**src/rtl/pipeline_ctrl.sv**
```systemverilog
// Hazard and sequencing controller for the five-stage RV32I pipeline.
// Strobes are combinational from state and inputs; state and counters are registered.
module pipeline_ctrl (
  input  logic        clk,
  input  logic        rst,
  input  logic        icache_resp,
  input  logic        dcache_req,
  input  logic        dcache_resp,
  input  logic        ex_redirect,
  input  logic        idex_mem_read,
  input  logic [4:0]  idex_rd,
  input  logic [4:0]  ifid_rs1,
  input  logic [4:0]  ifid_rs2,
  output logic        pc_load,
  output logic        ifid_load,
  output logic        idex_load,
  output logic        exmem_load,
  output logic        memwb_load,
  output logic        ifid_rst,
  output logic        idex_rst,
  output logic        exmem_rst,
  output logic        memwb_rst,
  output logic [31:0] stall_count,
  output logic [31:0] flush_count
);

  typedef enum logic {RUN, DROP} state_t;

  state_t state;
  logic   mem_stall;
  logic   load_use;
  logic   redirect_take;

  assign mem_stall     = dcache_req & ~dcache_resp;
  assign load_use      = idex_mem_read & (idex_rd != '0) &
                         ((idex_rd == ifid_rs1) | (idex_rd == ifid_rs2));
  assign redirect_take = ~mem_stall & ex_redirect;

  always_comb begin
    pc_load    = 1'b0;
    ifid_load  = 1'b0;
    idex_load  = 1'b0;
    exmem_load = 1'b0;
    memwb_load = 1'b0;
    ifid_rst   = 1'b0;
    idex_rst   = 1'b0;
    exmem_rst  = 1'b0;
    memwb_rst  = 1'b0;
    if (rst) begin
      ifid_rst  = 1'b1;
      idex_rst  = 1'b1;
      exmem_rst = 1'b1;
      memwb_rst = 1'b1;
    end else if (mem_stall) begin
      // whole pipeline frozen; a pending redirect waits in ID/EX
    end else if (ex_redirect) begin
      pc_load    = 1'b1;
      ifid_rst   = 1'b1;
      idex_rst   = 1'b1;
      exmem_load = 1'b1;
      memwb_load = 1'b1;
    end else if (load_use) begin
      idex_rst   = 1'b1;
      exmem_load = 1'b1;
      memwb_load = 1'b1;
    end else if (state == DROP || !icache_resp) begin
      // a word returning in DROP is wrong-path and is discarded by the bubble
      ifid_rst   = 1'b1;
      idex_load  = 1'b1;
      exmem_load = 1'b1;
      memwb_load = 1'b1;
    end else begin
      pc_load    = 1'b1;
      ifid_load  = 1'b1;
      idex_load  = 1'b1;
      exmem_load = 1'b1;
      memwb_load = 1'b1;
    end
  end

  always_ff @(posedge clk) begin
    if (rst) begin
      state       <= RUN;
      stall_count <= '0;
      flush_count <= '0;
    end else begin
      if (!pc_load)
        stall_count <= stall_count + 32'd1;
      if (redirect_take)
        flush_count <= flush_count + 32'd1;
      if (!mem_stall && (ex_redirect || state == DROP))
        state <= icache_resp ? RUN : DROP;
    end
  end

endmodule

```
**config.mk**
```make
export PLATFORM = sky130hd
export DESIGN_NAME = pipeline_ctrl
export DESIGN_NICKNAME = d
export VERILOG_FILES = /design/src/rtl/pipeline_ctrl.sv
export SDC_FILE = /design/constraint.sdc
export NUM_CORES = 1
export LEC_CHECK = 0
export CAP_MARGIN = 20
export CORE_ASPECT_RATIO = 1.75
export CORE_MARGIN = 2
export CORE_UTILIZATION = 45
export DETAILED_ROUTE_END_ITERATION = 7
export PLACE_DENSITY = 0.79
export SLEW_MARGIN = 20
export SYNTH_ARGS = -nofsm -noshare
export SYNTH_HDL_FRONTEND = slang
export SYNTH_SLANG_ARGS = --single-unit
```
**constraint.sdc**
```tcl
create_clock -name clk -period 3.6 [get_ports clk]
set_input_delay 0.36 -clock clk [delete_from_list [all_inputs] [get_ports clk]]
set_output_delay 0.36 -clock clk [all_outputs]
set_load 0.01 [all_outputs]
```
Word level (Yosys, flattened, before mapping) --
Cells that the tools add are included.
Operators by class: add/sub/neg operators 2, equal/unequal tests 2, multiplexer cells 25, bitwise gates (word level) 7, reductions and logical operators 6
Operators by type and width (number):
- adder 32 x 1 -> 32 bit, second input constant | 2
- 2-to-1 mux 1 bit | 25
- == test 5 bit | 2
- nonzero test 5 bit | 1
- AND 1 bit | 4
- zero test 1 bit | 2
- logical OR 1 bit | 2
- inverter 1 bit | 2
- logical AND 1 bit | 1
- OR 1 bit | 1
Storage, ports and cells: register bits 65, bits of input ports 22, output and inout port bits 73, logic and storage cells 45

Logic depth before layout (Yosys ltp) --
Gate-level depths: netlist of the first run.
depth in word-level cells 7, mapped depth 8

Worst setup path after synthesis of the first run --
Ideal clock, no wire load.
path kind input -> output, from input idex_rd[1], to output ifid_load, arrival 1.929 ns, path slack 1.311 ns, cell stages on the path 5, path buffers 0, cell sequence or4_1 o21ai_2 nor2_1 nor4_1 and2_1
Between the ends: longest elaborated chain between the ends 7, elaborated cells between the ends (all ways) 10, those cells by class eq/ne (2); mux (4); bitwise (3); reduce/logical (1)
Ends and longest elaborated chain:
- start, declared | RTL line 11 | input logic [4:0] idex_rd,
- == test 5 bit or nonzero test 5 bit (tied branches) | RTL line 36, 35
- OR 1 bit or AND 1 bit (tied branches) | RTL line 36, 35
- AND 1 bit * | RTL line 35 | assign load_use = idex_mem_read & (idex_rd != '0) &
- 2-to-1 mux 1 bit * | RTL line 62 | end else if (load_use) begin
- 2-to-1 mux 1 bit * | RTL line 56 | end else if (ex_redirect) begin
- 2-to-1 mux 1 bit * | RTL line 54 | end else if (mem_stall) begin
- 2-to-1 mux 1 bit * | RTL line 49 | if (rst) begin
- end, declared | RTL line 15 | output logic ifid_load,
Mark *: on every way between the ends. The rest lies on a longest branch, timed or not.

Worst setup path after layout of the first run --
Same ends and word-level chain as after synthesis.

==> impl_metrics.py, run 1 <==
metrics = {
    "outcome": {
        "status": "complete, no violations",
    },
    "die": {
        "core_area_um2": 7130,
        "die_y_um": 117,
        "floorplan.initialDensity_pct": 46.0,
        "die_w_um": 68.6,
        "dieArea_um2": 8020,
        "rows": 41,
        "boundaryPins": 95,
    },
    "synthesis": {
        "synthesis.nets": 414,
        "seq_area_frac_synth_pct": 39.6,
        "syn_inst": 390,
        "ys_async_sr_fraction_pct": 0,
        "synth_edf_count": 0,
        "ys.flop_type": "dfxtp_1",
        "avgSynthCellArea_um2": 8.42,
        "ys_types": 43,
        "synth_seq_cells": 65,
        "yosys_warnings": 0,
        "syn-cell-area_um2": 3280,
    },
    "cts": {
        "post-cts-setup-buffers": 0,
        "htreeDepth": 3,
        "cts_tree": "done",
        "numCtsBuffers": 9,
        "ctsResizeCount": 0,
        "clk_pin_slew_ns": 0.05,
        "clk_latency_ns": 0.33,
        "clkSinkCount": 65,
        "cts_root_buf": "clkbuf_16",
        "cts_buffer_depth": 2,
        "cts_hold_buf": 0,
    },
    "timing": {
        "maxSlewHeadroom_pct": 63.7,
        "setup_viol": 0,
        "tightest_slew_ns": 0.539,
        "period_share_pct": 88.3,
        "fmax_mhz": 315,
        "min_period_ns": 3.18,
        "finalClockSkew_ns": 0.00685,
        "fin_hold_ws_ns": 0.418,
        "hold_viol_final": 0,
        "grt_setup_unrepaired": "no",
        "slew_violations": 0,
        "fin_tns_setup_ns": 0,
    },
    "critical_path": {
        "crit_type": "input port to output port",
        "path_max_fanout": 4,
        "r2r-start": "flush_count[3]",
        "cp-end-kind": "output port",
        "crit_start": "idex_rd[1]",
        "reg2reg_depth": 6,
        "required_ns": 3.24,
        "worstPathArrival_ns": 2.82,
        "start_kind": "input port",
    },
    "finish": {
        "final_common_cell": "clkdlybuf4s50_1",
        "multi_input_comb_area_um2": 1840,
        "n_fill_cell": 616,
        "syn_to_final_growth_pct": 37.4,
        "drive_gt1_share_pct": 6.89,
        "diodes": 0,
        "layout_common_cells": "clkdlybuf4s50_1 (93), dfxtp_1 (65), nor2_1 (43), xor2_1 (35), a21oi_1 (30)",
        "seq_area_um2": 1300,
        "final_nets": 499,
    },
    "routing": {
        "num_vias": 3204,
        "first_pass_iters": 4,
        "wirelength_mm": 8.60,
        "wire_per_inst_um": 15.2,
        "detail-route-antenna-nets": 0,
        "drc_errors": 0,
        "drt_iter0_markers": 326,
        "via_per_inst": 5.67,
    },
    "pwr": {
        "ir_drop_mv": 0.366,
        "power.density_nw_per_um2": 380,
        "leakagePower_nw": 1.57,
    },
    "worst_hold_path": {
        "min_from": "rst",
        "holdPathStages": 2,
        "hold_path.class": "input port to flop",
    },
    "place": {
        "place.gp.congestion": 0.837,
        "place.detailed.hpwl_mm": 6.15,
        "portBuffers": 94,
    },
    "global_routing": {
        "antenna_found_initial": 0,
        "grt_pass1_wl_mm": 13.8,
        "first_global_vias": 3020,
        "overflow": 0,
        "track_usage_pct": 22.6,
        "grt_max_degree": 51,
    },
    "job": {
        "maxCapViolations": 0,
    },
}
-- critical path, stage by stage --
cell,delay (ns)
clkdlybuf4s50_1,0.47
or4_1,0.56
o21ai_2,0.27
nor2_1,0.12
nor4_1,0.33
and2_1,0.18
clkdlybuf4s50_1,0.53
-- flip-flops by register name (all words and copies together) (netlist names) --
name and flops:
state 1, flush_count 32, stall_count 32
-- kinds of logic after synthesis --
group                    share of synthesized area [%]
AO/OA/AOI/OAI                                     14.6
XOR/XNOR                                          10.7
adder cells (fa/ha/maj)                          0.762
buffers and inverters                             4.31
flip-flops                                        39.6
multiplexers                                     0.305
AND/OR/NAND/NOR                                   29.7
-- per-layer routing --
metal	vias to the layer above	share of wire [%]	GRT usage (%)
met5	-	0	0
met4	0	3.1	13.3
met3	20	4.9	5.45
met2	92	53	39.5
met1	1519	39	23.8
li1	1573	-	-
-- report_power, final --
group	switching [W]	total (W)	internal [W]
clock	0.000311	0.000840	0.000528
combinational	0.0000688	0.000133	0.0000641
sequential	0.0000116	0.000740	0.000728
total	0.000392	0.00171	0.00132
-- synthesized netlist by cell type, types with 6 or more instances --
cell type | n | area, um2
and3_1 | 11 | 68.8
or4_1 | 6 | 45.0
nor2_1 | 43 | 161
and2_1 | 6 | 37.5
o31ai_1 | 8 | 60.1
dfxtp_1 | 65 | 1300
nand3_1 | 22 | 110
a21oi_1 | 30 | 150
or3_1 | 15 | 93.8
nand4_1 | 21 | 131
xor2_1 | 35 | 307
and4_1 | 10 | 87.6
o21ai_0 | 20 | 100
nand2_1 | 25 | 93.8
buf_4 | 7 | 52.6
clkbuf_1 | 11 | 41.3
-- through the flow --
step	std cells	total power [W]	util [%]	worst slack [ns]	area, um2
6_report	565	0.00171	63.3	0.420	4510
5_1_grt	565	0.00177	63.3	0.312	4510
4_1_cts	565	0.00172	63.3	0.426	4510
3_5_place_dp	550	0.000888	59.4	0.426	4230
3_3_place_gp	550	0.000883	59.4	0.521	4230
2_1_floorplan	390	0.000825	-	1.31	3280
-- cell type report --
class                      count  area share, %
sequential                    65           28.8
tap                           86           2.38
timing repair buffer          98           21.4
multi-input combinational    296           40.8
clock buffer                  11           5.16
clock inverter                 4          0.998
inverter                       5          0.416
-- worst paths after layout --
| kind | endpoint | slack, ns |
|---|---|---|
| setup / recovery | ifid_load | 0.42 |
| hold / removal | flush_count[21] | 0.42 |
| setup reg to reg | flush_count[31] | 1.43 |
| hold reg to reg | stall_count[31] | 0.49 |
No activity file was read; power rests on OpenSTA's default activity.
==> inputs of run 2 (changes only) <==
--- a/config.mk
+++ b/config.mk
@@ -11,6 +11,7 @@
 export CORE_UTILIZATION = 45
 export DETAILED_ROUTE_END_ITERATION = 7
 export PLACE_DENSITY = 0.79
+export RECOVER_POWER = 100
 export SLEW_MARGIN = 20
 export SYNTH_ARGS = -nofsm -noshare
 export SYNTH_HDL_FRONTEND = slang
==> impl_metrics.py, run 2 (same netlist as run 1, synthesis figures left out) <==
metrics = {
    "outcome": {
        "status": "complete, no violations",
    },
    "cts": {
        "post-cts-setup-buffers": 0,
        "cts_hold_buf": 0,
        "cts_buffer_depth": 2,
        "clkSinkCount": 65,
        "ctsResizeCount": 0,
        "cts_tree": "done",
        "htreeDepth": 3,
        "clk_pin_slew_ns": 0.05,
        "numCtsBuffers": 9,
        "clk_latency_ns": 0.33,
        "cts_root_buf": "clkbuf_16",
    },
    "routing": {
        "drt_iter0_markers": 284,
        "drc_errors": 0,
        "num_vias": 3201,
        "detail-route-antenna-nets": 0,
        "wire_per_inst_um": 15.2,
        "via_per_inst": 5.67,
        "wirelength_mm": 8.59,
        "first_pass_iters": 4,
    },
    "job": {
        "maxCapViolations": 0,
    },
    "timing": {
        "finalClockSkew_ns": 0.00614,
        "grt_setup_unrepaired": "no",
        "min_period_ns": 3.27,
        "period_share_pct": 90.8,
        "maxSlewHeadroom_pct": 11.0,
        "fin_tns_setup_ns": 0,
        "slew_violations": 0,
        "fmax_mhz": 306,
        "setup_viol": 0,
        "tightest_slew_ns": 1.32,
        "hold_viol_final": 0,
    },
    "worst_hold_path": {
        "holdPathEnd": "stall_count[26]",
        "hold_path.class": "flop to flop",
        "holdPathStages": 2,
        "min_from": "stall_count[26]",
    },
    "critical_path": {
        "start_kind": "input port",
        "crit_type": "input port to output port",
        "required_ns": 3.24,
        "reg2reg_to": "stall_count[14]",
        "reg2reg_slack_ns": 0.83,
        "worstPathArrival_ns": 2.91,
        "path_max_fanout": 4,
        "r2r-start": "stall_count[0]",
        "reg2reg_depth": 5,
        "cp-end-kind": "output port",
    },
    "place": {
        "place.gp.congestion": 0.837,
        "portBuffers": 94,
        "place.detailed.hpwl_mm": 6.15,
        "dp_cells": 550,
    },
    "die": {
        "core_area_um2": 7130,
        "die_y_um": 117,
        "die_w_um": 68.6,
        "boundaryPins": 95,
        "floorplan.initialDensity_pct": 46.0,
        "rows": 41,
        "dieArea_um2": 8020,
    },
    "global_routing": {
        "overflow": 0,
        "first_global_vias": 3020,
        "antenna_found_initial": 0,
        "grt_pass1_wl_mm": 13.8,
        "track_usage_pct": 22.6,
        "grt_max_degree": 51,
    },
    "finish": {
        "finalNonFillerCells": 565,
        "final_common_cell": "dlygate4sd3_1",
        "final_nets": 499,
        "drive_gt1_share_pct": 5.22,
        "diodes": 0,
        "reg_top3": "flush_count (32), stall_count (32), state (1)",
        "layout_common_cells": "dlygate4sd3_1 (75), dfxtp_1 (65), nor2_1 (43), xor2_1 (35), a21oi_1 (30)",
        "syn_to_final_growth_pct": 35.9,
    },
    "pwr": {
        "power.density_nw_per_um2": 381,
        "ir_drop_mv": 0.365,
        "leakagePower_nw": 1.76,
    },
}
[run 2: changes by cell type in the layout (fill, tap and decap cells not counted), moves of 2 or more]
cell / delta
o41ai_1: +2
dlygate4sd3_1: +75
clkdlybuf4s50_1: -75
clkbuf_1: +3
buf_4: -3
[run 2: worst max-delay path by stage]
stage / to / start / slack (ns)
floorplan: ifid_load / idex_rd[1] / 1.31
global placement: ifid_load / idex_rd[1] / 0.52
detailed placement: ifid_load / idex_rd[1] / 0.43
CTS: ifid_load / idex_rd[1] / 0.43
global route: ifid_load / idex_rd[1] / 0.21
finish: ifid_load / idex_rd[1] / 0.33
[run 2: power by group]
part,internal [W],switching [W],leakage (nW)
Combinational,0.0000573,0.0000667,1.09
Sequential,0.000728,0.0000114,0.524
Clock,0.000528,0.000308,0.139
[run 2: area by class of cell]
cell class / instances / area, um2
fill: 628 / 2670
multi-input combinational: 296 / 1800
sequential: 65 / 1300
timing repair buffer: 98 / 955
clock buffer: 11 / 233
tap: 86 / 108
clock inverter: 4 / 45.0
inverter: 5 / 18.8
[run 2: worst max-delay path, stage by stage]
cell           delay, ns
dlygate4sd3_1       0.59
or4_1               0.55
o21ai_2             0.22
nor2_1              0.10
nor4_1              0.31
and2_1              0.17
dlygate4sd3_1       0.60
[run 2: metal layers]
metal | part of all wire (%) | wire [um] | global-route usage [%] | up-vias
li1 | - | - | - | 1578
met2 | 53 | 4580 | 39.5 | 91
met4 | 3.2 | 273 | 13.3 | 0
met3 | 4.9 | 419 | 5.45 | 20
met5 | 0 | 0 | 0 | -
met1 | 39 | 3320 | 23.8 | 1512
[run 2: stage by stage]
step / power [W] / instance area (um2) / utilization (%) / hold slack (ns) / worst slack [ns]
6_report: 0.00170 / 4460 / 62.6 / 0.491 / 0.331
5_1_grt: 0.00176 / 4460 / 62.6 / 0.522 / 0.214
4_1_cts: 0.00172 / 4510 / 63.3 / 0.419 / 0.426
3_5_place_dp: 0.000888 / 4230 / 59.4 / 0.489 / 0.426
3_3_place_gp: 0.000883 / 4230 / 59.4 / 0.472 / 0.521
2_1_floorplan: 0.000825 / 3280 / - / 0.456 / 1.31
==> inputs of run 3 (changes only) <==
--- a/config.mk
+++ b/config.mk
@@ -10,6 +10,7 @@
 export CORE_MARGIN = 2
 export CORE_UTILIZATION = 45
 export DETAILED_ROUTE_END_ITERATION = 7
+export GPL_TIMING_DRIVEN = 0
 export PLACE_DENSITY = 0.79
 export RECOVER_POWER = 100
 export SLEW_MARGIN = 20
==> impl_metrics.py, run 3 (same netlist as run 1, synthesis figures left out) <==
metrics = {
    "outcome": {
        "status": "finished, violations left",
        "violations": "max-capacitance violations, max-slew violations",
    },
    "pwr": {
        "p_switching_w": 0.000383,
        "ir_drop_mv": 0.307,
        "p_int_w": 0.00138,
        "leakagePower_nw": 1.82,
        "power.density_nw_per_um2": 386,
        "pwr-share-clk_pct": 50.6,
        "switching_share_pct": 21.7,
        "combPwrFrac_pct": 7.7,
        "pwr-share-seq_pct": 41.8,
    },
    "die": {
        "die_y_um": 117,
        "dieArea_um2": 8020,
        "die_w_um": 68.6,
        "boundaryPins": 95,
        "core_area_um2": 7130,
        "floorplan.initialDensity_pct": 46.0,
        "rows": 41,
    },
    "job": {
        "maxCapViolations": 1,
    },
    "critical_path": {
        "start_kind": "input port",
        "reg2reg_depth": 5,
        "cp-end-kind": "output port",
        "required_ns": 3.24,
        "path_max_fanout": 10,
        "crit_type": "input port to output port",
        "r2r-start": "stall_count[2]",
        "reg2reg_slack_ns": 0.77,
        "worstPathArrival_ns": 2.97,
        "reg2reg_to": "stall_count[9]",
    },
    "routing": {
        "drt_iter0_markers": 299,
        "via_per_inst": 5.57,
        "first_pass_iters": 4,
        "detail-route-antenna-nets": 0,
        "num_vias": 3258,
        "wire_per_inst_um": 15.3,
        "wirelength_mm": 8.94,
        "drc_errors": 0,
    },
    "global_routing": {
        "first_global_vias": 2999,
        "overflow": 0,
        "grt_pass1_wl_mm": 14.2,
        "antenna_found_initial": 0,
        "track_usage_pct": 23.4,
        "grt_max_degree": 11,
    },
    "cts": {
        "post-cts-setup-buffers": 0,
        "clk_pin_slew_ns": 0.05,
        "cts_buffer_depth": 2,
        "htreeDepth": 3,
        "clk_latency_ns": 0.33,
        "cts_tree": "done",
        "ctsResizeCount": 0,
        "numCtsBuffers": 9,
        "cts_root_buf": "clkbuf_16",
        "clkSinkCount": 65,
        "cts_hold_buf": 0,
    },
    "timing": {
        "min_period_ns": 3.33,
        "slew_violations": 9,
        "finalClockSkew_ns": 0.00310,
        "maxSlewHeadroom_pct": -4.51,
        "period_share_pct": 92.6,
        "fmax_mhz": 300,
        "grt_setup_unrepaired": "no",
        "hold_viol_final": 0,
        "fin_tns_setup_ns": 0,
        "setup_viol": 0,
        "tightest_slew_ns": 1.55,
    },
    "finish": {
        "syn_to_final_growth_pct": 39.6,
        "layout_common_cells": "dlygate4sd3_1 (75), dfxtp_1 (65), nor2_1 (43), xor2_1 (35), a21oi_1 (30)",
        "fin_util_pct": 64.3,
        "fin_area_um2": 4580,
        "final_nets": 518,
        "diodes": 0,
        "reg_top3": "flush_count (32), stall_count (32), state (1)",
        "drive_gt1_share_pct": 6.41,
        "final_common_cell": "dlygate4sd3_1",
    },
    "worst_hold_path": {
        "hold_path.class": "flop to flop",
        "holdPathStages": 2,
        "min_from": "stall_count[17]",
        "holdPathEnd": "stall_count[17]",
    },
    "place": {
        "dpl_cell_area_um2": 4320,
        "place.gp.congestion": 0.818,
        "place.detailed.hpwl_mm": 6.57,
        "portBuffers": 93,
    },
}
[run 3: how the worst max path moves through the flow]
stage	depth (start not counted)	to	slack, ns	from
global placement	8	pc_load	0.39	idex_rd[1]
finish	8	pc_load	0.27	idex_rd[3]
CTS	8	pc_load	0.38	idex_rd[1]
detailed placement	8	pc_load	0.39	idex_rd[1]
global route	8	pc_load	0.16	idex_rd[3]
floorplan	5	ifid_load	1.31	idex_rd[1]
[run 3: layer usage]
layer	track usage (%)	share of wire, %	vias up
li1	-	-	1614
met1	25.1	39	1535
met2	42.3	54	89
met3	3.82	3.9	20
met4	12.1	2.8	0
met5	0	0	-
[run 3: worst max-delay path, stage by stage]
cell and delay (ns):
dlygate4sd3_1 0.60, or4_1 0.51, o21ai_2 0.20, or2_2 0.14, o21ba_1 0.19, buf_4 0.19, buf_4 0.17, dlygate4sd3_1 0.61
[run 3: stage by stage]
step / hold WS, ns / setup WS, ns / total power (W) / instances
floorplan: 0.456 / 1.31 / 0.000825 / 390
global placement: 0.473 / 0.392 / 0.000895 / 569
detailed placement: 0.491 / 0.387 / 0.000899 / 569
CTS: 0.498 / 0.383 / 0.00179 / 585
global route: 0.514 / 0.158 / 0.00182 / 585
finish: 0.486 / 0.265 / 0.00177 / 585
[run 3: area by class of cell]
cell class / instances / area, um2
inverters: 5 / 18.8
flip-flops and latches: 65 / 1300
clock inverters: 2 / 35.0
plain buffers: 24 / 116
fillers: 639 / 2550
repair buffers: 93 / 931
multi-input cells: 296 / 1800
clock buffers: 14 / 274
well taps: 86 / 108
[run 3: power by group through the flow]
stage          Clock (W)  Sequential [W]  Combinational [W]
3_5_place_dp           0        0.000753           0.000146
5_1_grt         0.000935        0.000739           0.000148
6_report        0.000893        0.000738           0.000136
2_1_floorplan          0        0.000754          0.0000708
4_1_cts         0.000908        0.000738           0.000147
3_3_place_gp           0        0.000752           0.000143
